$ cat config.mk
export PLATFORM = sky130hd
export DESIGN_NAME = bpu_gshare_btb
export DESIGN_NICKNAME = d
export VERILOG_FILES = /design/src/rtl/bpu_gshare_btb.sv
export SDC_FILE = /design/constraint.sdc
export NUM_CORES = 2
export LEC_CHECK = 0
export CAP_MARGIN = 25
export CORE_UTILIZATION = 45
export CTS_CLUSTER_DIAMETER = 40
export CTS_CLUSTER_SIZE = 25
export DETAILED_ROUTE_END_ITERATION = 10
export GPL_ROUTABILITY_DRIVEN = 0
export SKIP_CTS_REPAIR_TIMING = 1
export SLEW_MARGIN = 20
export SYNTH_ARGS = -nofsm -noshare
export SYNTH_HDL_FRONTEND = slang
export SYNTH_SLANG_ARGS = --single-unit
$ cat constraint.sdc
create_clock -name clk -period 9.18 [get_ports clk]
set_input_delay 1.836 -clock clk [delete_from_list [all_inputs] [get_ports clk]]
set_output_delay 1.836 -clock clk [all_outputs]
set_load 0.005 [all_outputs]
$ cat src/rtl/bpu_gshare_btb.sv
`timescale 1ns/1ps
// -----------------------------------------------------------------------------
// bpu_gshare_btb
//
// ID-stage branch predictor.
//   * Conditional branches: gshare PHT of 2-bit saturating counters, indexed
//     by PC[PHT_IDX_W+1:2] xor the zero-extended global history register.
//   * J/JAL: target computed from the instruction, always predicted taken.
//   * JR/JALR: target from a direct-mapped BTB (valid + tag + target).
// The prediction is combinational in the same cycle as ID. Training arrives
// from MEM: PHT counter updates, BTB writes, and GHR repair on a mispredict.
//
// Ports
//   clk, resetn        clock (rising edge), asynchronous active-low reset.
//                      resetn is expected to be released synchronously to
//                      clk by an upstream reset synchroniser.
//   id_valid           ID instruction is real and advances this cycle
//   id_instr/id_pc     ID instruction word and its PC
//   id_pc_4            id_pc + 4
//   bp_result          predict taken / redirect
//   bp_addr            predicted target (0 when not taken)
//   bp_ghr             history used for this lookup; travels with the instr
//   mem_pc_branch      MEM holds a resolved conditional branch (PHT update)
//   mem_jr             MEM holds a resolved JR/JALR (BTB write)
//   mem_pc             PC of the MEM instruction
//   mem_branch_state   resolved direction (1 = taken)
//   mem_target         resolved JR/JALR target
//   mem_ghr            bp_ghr value that travelled with the MEM instruction
//   mem_mispredict     MEM detected a mispredict; the pipeline flushes
//
// GHR_W = 0 turns the PHT into a plain bimodal table; the history ports are
// then one bit wide, bp_ghr reads 0 and mem_ghr is ignored.
// -----------------------------------------------------------------------------
module bpu_gshare_btb #(
    parameter int         PHT_IDX_W = 8,
    parameter int         GHR_W     = 8,
    parameter int         BTB_IDX_W = 5,
    parameter int         BTB_TAG_W = 10,
    parameter logic [1:0] CTR_INIT  = 2'b01
) (
    input  logic                                 clk,
    input  logic                                 resetn,
    input  logic                                 id_valid,
    input  logic [31:0]                          id_instr,
    input  logic [31:0]                          id_pc,
    input  logic [31:0]                          id_pc_4,
    output logic                                 bp_result,
    output logic [31:0]                          bp_addr,
    output logic [((GHR_W > 0) ? GHR_W : 1)-1:0] bp_ghr,
    input  logic                                 mem_pc_branch,
    input  logic                                 mem_jr,
    input  logic [31:0]                          mem_pc,
    input  logic                                 mem_branch_state,
    input  logic [31:0]                          mem_target,
    input  logic [((GHR_W > 0) ? GHR_W : 1)-1:0] mem_ghr,
    input  logic                                 mem_mispredict
);

    localparam int GW     = (GHR_W > 0) ? GHR_W : 1;
    localparam int PHT_N  = 1 << PHT_IDX_W;
    localparam int BTB_N  = 1 << BTB_IDX_W;
    localparam int TAG_LO = BTB_IDX_W + 2;
    localparam int TAG_HI = TAG_LO + BTB_TAG_W - 1;

    // ------------------------------------------------------------------
    // Decode
    // ------------------------------------------------------------------
    logic [5:0] opcode;
    logic [4:0] rt;
    logic [5:0] func;
    logic       is_cond;
    logic       is_jmp;
    logic       is_ind;

    assign opcode = id_instr[31:26];
    assign rt     = id_instr[20:16];
    assign func   = id_instr[5:0];

    always_comb begin
        is_cond = 1'b0;
        is_jmp  = 1'b0;
        is_ind  = 1'b0;
        case (opcode)
            6'b000100, 6'b000101, 6'b000110, 6'b000111: is_cond = 1'b1;
            // REGIMM: only BLTZ/BGEZ/BLTZAL/BGEZAL are branches
            6'b000001: is_cond = (rt == 5'b00000) || (rt == 5'b00001) ||
                                 (rt == 5'b10000) || (rt == 5'b10001);
            6'b000010, 6'b000011: is_jmp = 1'b1;
            6'b000000: is_ind = (func == 6'b001000) || (func == 6'b001001);
            default: ;
        endcase
    end

    // ------------------------------------------------------------------
    // Global history
    // ------------------------------------------------------------------
    logic [GW-1:0]        ghr_reg;
    logic [PHT_IDX_W-1:0] ghr_ext;
    logic [PHT_IDX_W-1:0] mem_ghr_ext;
    logic                 pred_taken;

    function automatic logic [GW-1:0] hist_shift(input logic [GW-1:0] h,
                                                 input logic          b);
        logic [GW:0] t;
        t = {h, b};
        return t[GW-1:0];
    endfunction

    generate
        if (GHR_W > 0) begin : g_hist
            logic [GW-1:0] ghr_next;

            always_comb begin
                ghr_ext              = '0;
                mem_ghr_ext          = '0;
                ghr_ext[GW-1:0]      = ghr_reg;
                mem_ghr_ext[GW-1:0]  = mem_ghr;
            end

            // Recovery outranks the speculative ID shift: the ID
            // instruction is being flushed in the same cycle.
            always_comb begin
                ghr_next = ghr_reg;
                if (mem_mispredict && mem_pc_branch)
                    ghr_next = hist_shift(mem_ghr, mem_branch_state);
                else if (mem_mispredict)
                    ghr_next = mem_ghr;
                else if (id_valid && is_cond)
                    ghr_next = hist_shift(ghr_reg, pred_taken);
            end

            always_ff @(posedge clk or negedge resetn) begin
                if (!resetn)
                    ghr_reg <= '0;
                else
                    ghr_reg <= ghr_next;
            end
        end else begin : g_no_hist
            assign ghr_ext     = '0;
            assign mem_ghr_ext = '0;
            assign ghr_reg     = '0;
        end
    endgenerate

    assign bp_ghr = ghr_reg;

    // ------------------------------------------------------------------
    // Pattern history table
    // ------------------------------------------------------------------
    logic [PHT_IDX_W-1:0] pidx;
    logic [PHT_IDX_W-1:0] uidx;
    logic [1:0]           pht [PHT_N];
    logic [1:0]           upd_ctr;
    logic [1:0]           upd_next;

    assign pidx    = id_pc[PHT_IDX_W+1:2] ^ ghr_ext;
    assign uidx    = mem_pc[PHT_IDX_W+1:2] ^ mem_ghr_ext;
    assign upd_ctr = pht[uidx];

    always_comb begin
        upd_next = upd_ctr;
        if (mem_branch_state) begin
            if (upd_ctr != 2'b11)
                upd_next = upd_ctr + 2'b01;
        end else begin
            if (upd_ctr != 2'b00)
                upd_next = upd_ctr - 2'b01;
        end
    end

    // Counters are individual flops so that reset can restore every entry
    // to CTR_INIT at once; reads are combinational for the 0-cycle lookup.
    generate
        for (genvar gi = 0; gi < PHT_N; gi++) begin : g_pht
            logic [1:0] ctr_reg;

            always_ff @(posedge clk or negedge resetn) begin
                if (!resetn)
                    ctr_reg <= CTR_INIT;
                else if (mem_pc_branch && (uidx == PHT_IDX_W'(gi)))
                    ctr_reg <= upd_next;
            end

            assign pht[gi] = ctr_reg;
        end
    endgenerate

    // ------------------------------------------------------------------
    // Branch target buffer
    // ------------------------------------------------------------------
    logic                  btb_valid  [BTB_N];
    logic [BTB_TAG_W-1:0]  btb_tag    [BTB_N];
    logic [31:0]           btb_target [BTB_N];
    logic                  btb_we;
    logic [BTB_IDX_W-1:0]  widx;
    logic [BTB_TAG_W-1:0]  wtag;
    logic [BTB_IDX_W-1:0]  ridx;
    logic [BTB_TAG_W-1:0]  rtag;
    logic                  btb_hit;

    // A simultaneous conditional-branch update takes precedence.
    assign btb_we = mem_jr && !mem_pc_branch;
    assign widx   = mem_pc[BTB_IDX_W+1:2];
    assign wtag   = mem_pc[TAG_HI:TAG_LO];
    assign ridx   = id_pc[BTB_IDX_W+1:2];
    assign rtag   = id_pc[TAG_HI:TAG_LO];

    generate
        for (genvar gi = 0; gi < BTB_N; gi++) begin : g_btb_valid
            logic valid_reg;

            always_ff @(posedge clk or negedge resetn) begin
                if (!resetn)
                    valid_reg <= 1'b0;
                else if (btb_we && (widx == BTB_IDX_W'(gi)))
                    valid_reg <= 1'b1;
            end

            assign btb_valid[gi] = valid_reg;
        end
    endgenerate

    // Tag/target need no reset: a write that lands while resetn is low is
    // invisible because the matching valid bit is held clear.
    always_ff @(posedge clk) begin
        if (btb_we) begin
            btb_tag[widx]    <= wtag;
            btb_target[widx] <= mem_target;
        end
    end

    assign btb_hit = btb_valid[ridx] && (btb_tag[ridx] == rtag);

    // ------------------------------------------------------------------
    // Prediction
    // ------------------------------------------------------------------
    logic [31:0] br_target;
    logic [31:0] j_target;
    logic [31:0] pred_addr;

    assign br_target = id_pc_4 + {{14{id_instr[15]}}, id_instr[15:0], 2'b00};
    assign j_target  = {id_pc_4[31:28], id_instr[25:0], 2'b00};

    // pred_taken excludes resetn so the reset net only gates the output;
    // the history register is held in reset anyway while resetn is low.
    always_comb begin
        pred_taken = 1'b0;
        pred_addr  = 32'h0;
        if (id_valid) begin
            if (is_cond) begin
                if (pht[pidx][1]) begin
                    pred_taken = 1'b1;
                    pred_addr  = br_target;
                end
            end else if (is_jmp) begin
                pred_taken = 1'b1;
                pred_addr  = j_target;
            end else if (is_ind && btb_hit) begin
                pred_taken = 1'b1;
                pred_addr  = btb_target[ridx];
            end
        end
    end

    assign bp_result = pred_taken && resetn;
    assign bp_addr   = resetn ? pred_addr : 32'h0;

    // PC/history bits outside the index/tag fields are intentionally unused.
    logic unused_bits;
    assign unused_bits = ^{id_pc, mem_pc, mem_ghr};

endmodule

==> reports/results.txt <==
Slew @ Worst Pin: 1.14 ns
I/O pin total: 216
Max_cap viols: 0
# setup viols final: 0
Hold_sp: g_btb_valid[19].valid_reg
Crit Reg-Reg Endpoint: g_pht[179].ctr_reg[0]
Die height: 429 um
Status: completed
FF-to-FF path depth: 9
WL/cell: 30.7 um
Fin nets: 5044
Max Slew Vio Count: 0
DP Wirelength: 127000 um
Area Overhead vs Synth: 18.3%
Proportion of layout cells with a drive suffix above 1: 41.7%
Clock skew: 0.0856 ns
DR pass1 iterations: 6
Clock Pin Slew Worst Setup and Hold Paths: 0.05 ns
Cell count after synthesis: 4495
Period minus WS final: 8.02 ns
Prevailing post-synth register cell: edfxtp_1
Initial Util: 45.4%
Post-synth EDFFs: 1344
First-pass GRT wire length: 331000 um
PwrDens: 235 mW/mm^2
Core area: 0.181 mm^2
ANT nets after route: 0
Seq cells post-synth: 1896
Hold worst-path end: g_btb_valid[19].valid_reg
Element type at the critical path end: primary output
Warnings, synthesis: 0
Max FFs per register: 1024
Die ar.: 0.184 mm^2
Most common cell after layout, fill and taps aside: edfxtp_1
Hold Crit Depth: 1
Max_slew headroom: 23.8%
GRT Resource Usage Total: 24.9%
WS Path Type: in2out
Leak Pwr: 34.0 nW
RSZ-0062 raised after global routing: false
Clock Latency Late Sink: 0.92 ns
Routed via count: 45400
Largest net degree at the start of global routing: 186
R2R Path Start: g_pht[43].ctr_reg[0]
Seq/Total Area, Yosys: 66.4%
Most frequent cells in the layout: edfxtp_1, mux4_2, mux2_2, nor2_1, clkbuf_16
DRC: 0
Initial drt markers: 4637
Maximum buffer depth of the clock tree: 4
Clock Sink Count: 1896
CTS buffer count: 290
Final Hold Viols: 0
Number of fillers in the final layout: 14100
Reg-to-reg slack, setup: 4.87 ns
Post-route clock period utilization: 87.4%
Vias in the first global route: 46700
Worst path required time: 7.34 ns
Cell Rows: 156
DRT Wirelength: 228000 um
Die span in x: 429 um
Remaining global-route overflow: 0
Place WS: 1.08 ns
Post-route setup slack: 1.16 ns
Mapped cell area: 0.0821 mm^2
VDD IR max: 0.000220 V
Peak Freq: 125 MHz
Root Buffer: clkbuf_16
Syn_nets: 4700
H-tree levels: 5
Fin Setup TNS: 0 ns
Share of flip-flops with an asynchronous set or reset: 29.1%
Avg Cell Area, Syn: 18.3 um^2
CTS tree: built
# port buffers: 181
CP Launch Type: input pin
Max FO, Critical Path: 42
Antenna violations before repair: 15
Netlist cell types: 73
Via density: 6.11
Hold/Removal Path Class: reg2reg
Crit path DAT: 6.19 ns
## final cells by class
class	instances	area (um^2)	area share (%)
clock inverters	160	1820	1.88
flip-flops and latches	1896	54500	56.2
clock buffers	350	7790	8.03
diodes	4	10.0	0.0103
inverters	13	48.8	0.0503
repair buffers	335	3360	3.46
multi-input cells	2303	26600	27.4
well taps	2370	2970	3.06
## cell families (layout without fill, tap and decap cells)
logic type      Yosys count  in the layout  synth area share [%]
simple gates            701            701                  3.71
other cells               0              4                     0
flops                  1896           1896                  66.4
fa+ha+maj                31             31                 0.480
xor+xnor                 64             64                 0.710
compound gates          299            299                  2.44
mux                    1208           1208                  24.5
buf+inv                 296            858                  1.77
## per-layer routing
metal | routed length (um) | GRT usage, % | vias up | share of wire [%]
li1 | - | - | 18800 | -
met1 | 97200 | 35.1 | 24500 | 43
met2 | 108000 | 38.9 | 1720 | 47
met3 | 15300 | 4.56 | 445 | 6.7
met4 | 7310 | 8.54 | 8 | 3.2
met5 | 66 | 0 | - | 0.029
## critical path, stage by stage
cell	delay, ns
buf_8	0.29
buf_4	0.77
mux4_2	0.39
mux4_2	0.25
mux2i_1	0.15
o21bai_1	0.23
nor4b_1	0.23
or4b_1	0.51
nor4_4	0.15
buf_4	0.30
nand2_1	0.10
a21oi_1	0.26
clkdlybuf4s50_1	0.55
## power by group
group	internal, W	total, W	switching, W	leakage (nW)
clock	0.00689	0.0109	0.00405	4.66
combinational	0.000874	0.00209	0.00121	10.5
sequential	0.00959	0.00975	0.000159	18.8
total	0.0174	0.0228	0.00542	34.0
## cells in the mapped netlist, types with 7 or more instances
master / count / share of area (%)
nor4_1: 9 / 0.069
xor2_1: 21 / 0.22
o2111ai_1: 9 / 0.096
nand2_1: 167 / 0.76
buf_1: 15 / 0.069
clkbuf_1: 95 / 0.43
a22oi_1: 51 / 0.47
nand3_1: 62 / 0.38
nand2b_1: 10 / 0.076
a221oi_1: 9 / 0.096
and3_1: 10 / 0.076
a21o_1: 15 / 0.14
a21oi_1: 80 / 0.49
or2_2: 33 / 0.25
ha_1: 29 / 0.44
buf_6: 7 / 0.096
mux2i_1: 74 / 0.90
nor3_1: 22 / 0.13
nand4_1: 20 / 0.15
a211oi_1: 18 / 0.16
inv_1: 12 / 0.055
a32oi_1: 7 / 0.075
edfxtp_1: 1344 / 49
xnor2_1: 40 / 0.43
o211ai_1: 8 / 0.073
o21ai_0: 29 / 0.18
nor2_1: 342 / 1.6
nor2b_1: 10 / 0.076
o22ai_1: 18 / 0.14
dfrtp_1: 296 / 9.0
a31oi_1: 13 / 0.099
buf_2: 130 / 0.79
buf_4: 34 / 0.31
mux4_2: 582 / 16
mux2_2: 550 / 7.5
dfstp_2: 256 / 8.2
## metrics by stage
step / area (um^2) / utilization, % / hold slack (ns) / cells / power [W]
final: 97000 / 53.6 / 0.461 / 7431 / 0.0228
after CTS: 96800 / 53.5 / 0.459 / 7409 / 0.0229
after floorplan: 82100 / - / 0.434 / 4495 / 0.0112
after global placement: 87100 / 48.1 / 0.446 / 6895 / 0.0119
after global routing: 97000 / 53.6 / 0.474 / 7431 / 0.0235
after detailed placement: 87200 / 48.2 / 0.447 / 6899 / 0.0120
## how the worst max path moves through the flow
stage	startpoint	to	slack, ns	cells past startpoint
finish	id_pc[2]	bp_addr[10]	1.16	13
global route	id_pc[2]	bp_addr[10]	0.92	13
CTS	id_pc[2]	bp_addr[10]	1.05	13
detailed placement	id_pc[2]	bp_addr[10]	1.08	13
global placement	id_pc[2]	bp_addr[10]	1.08	13
floorplan	id_pc[2]	bp_addr[3]	2.44	11
Power figures use the tool's default switching activity.
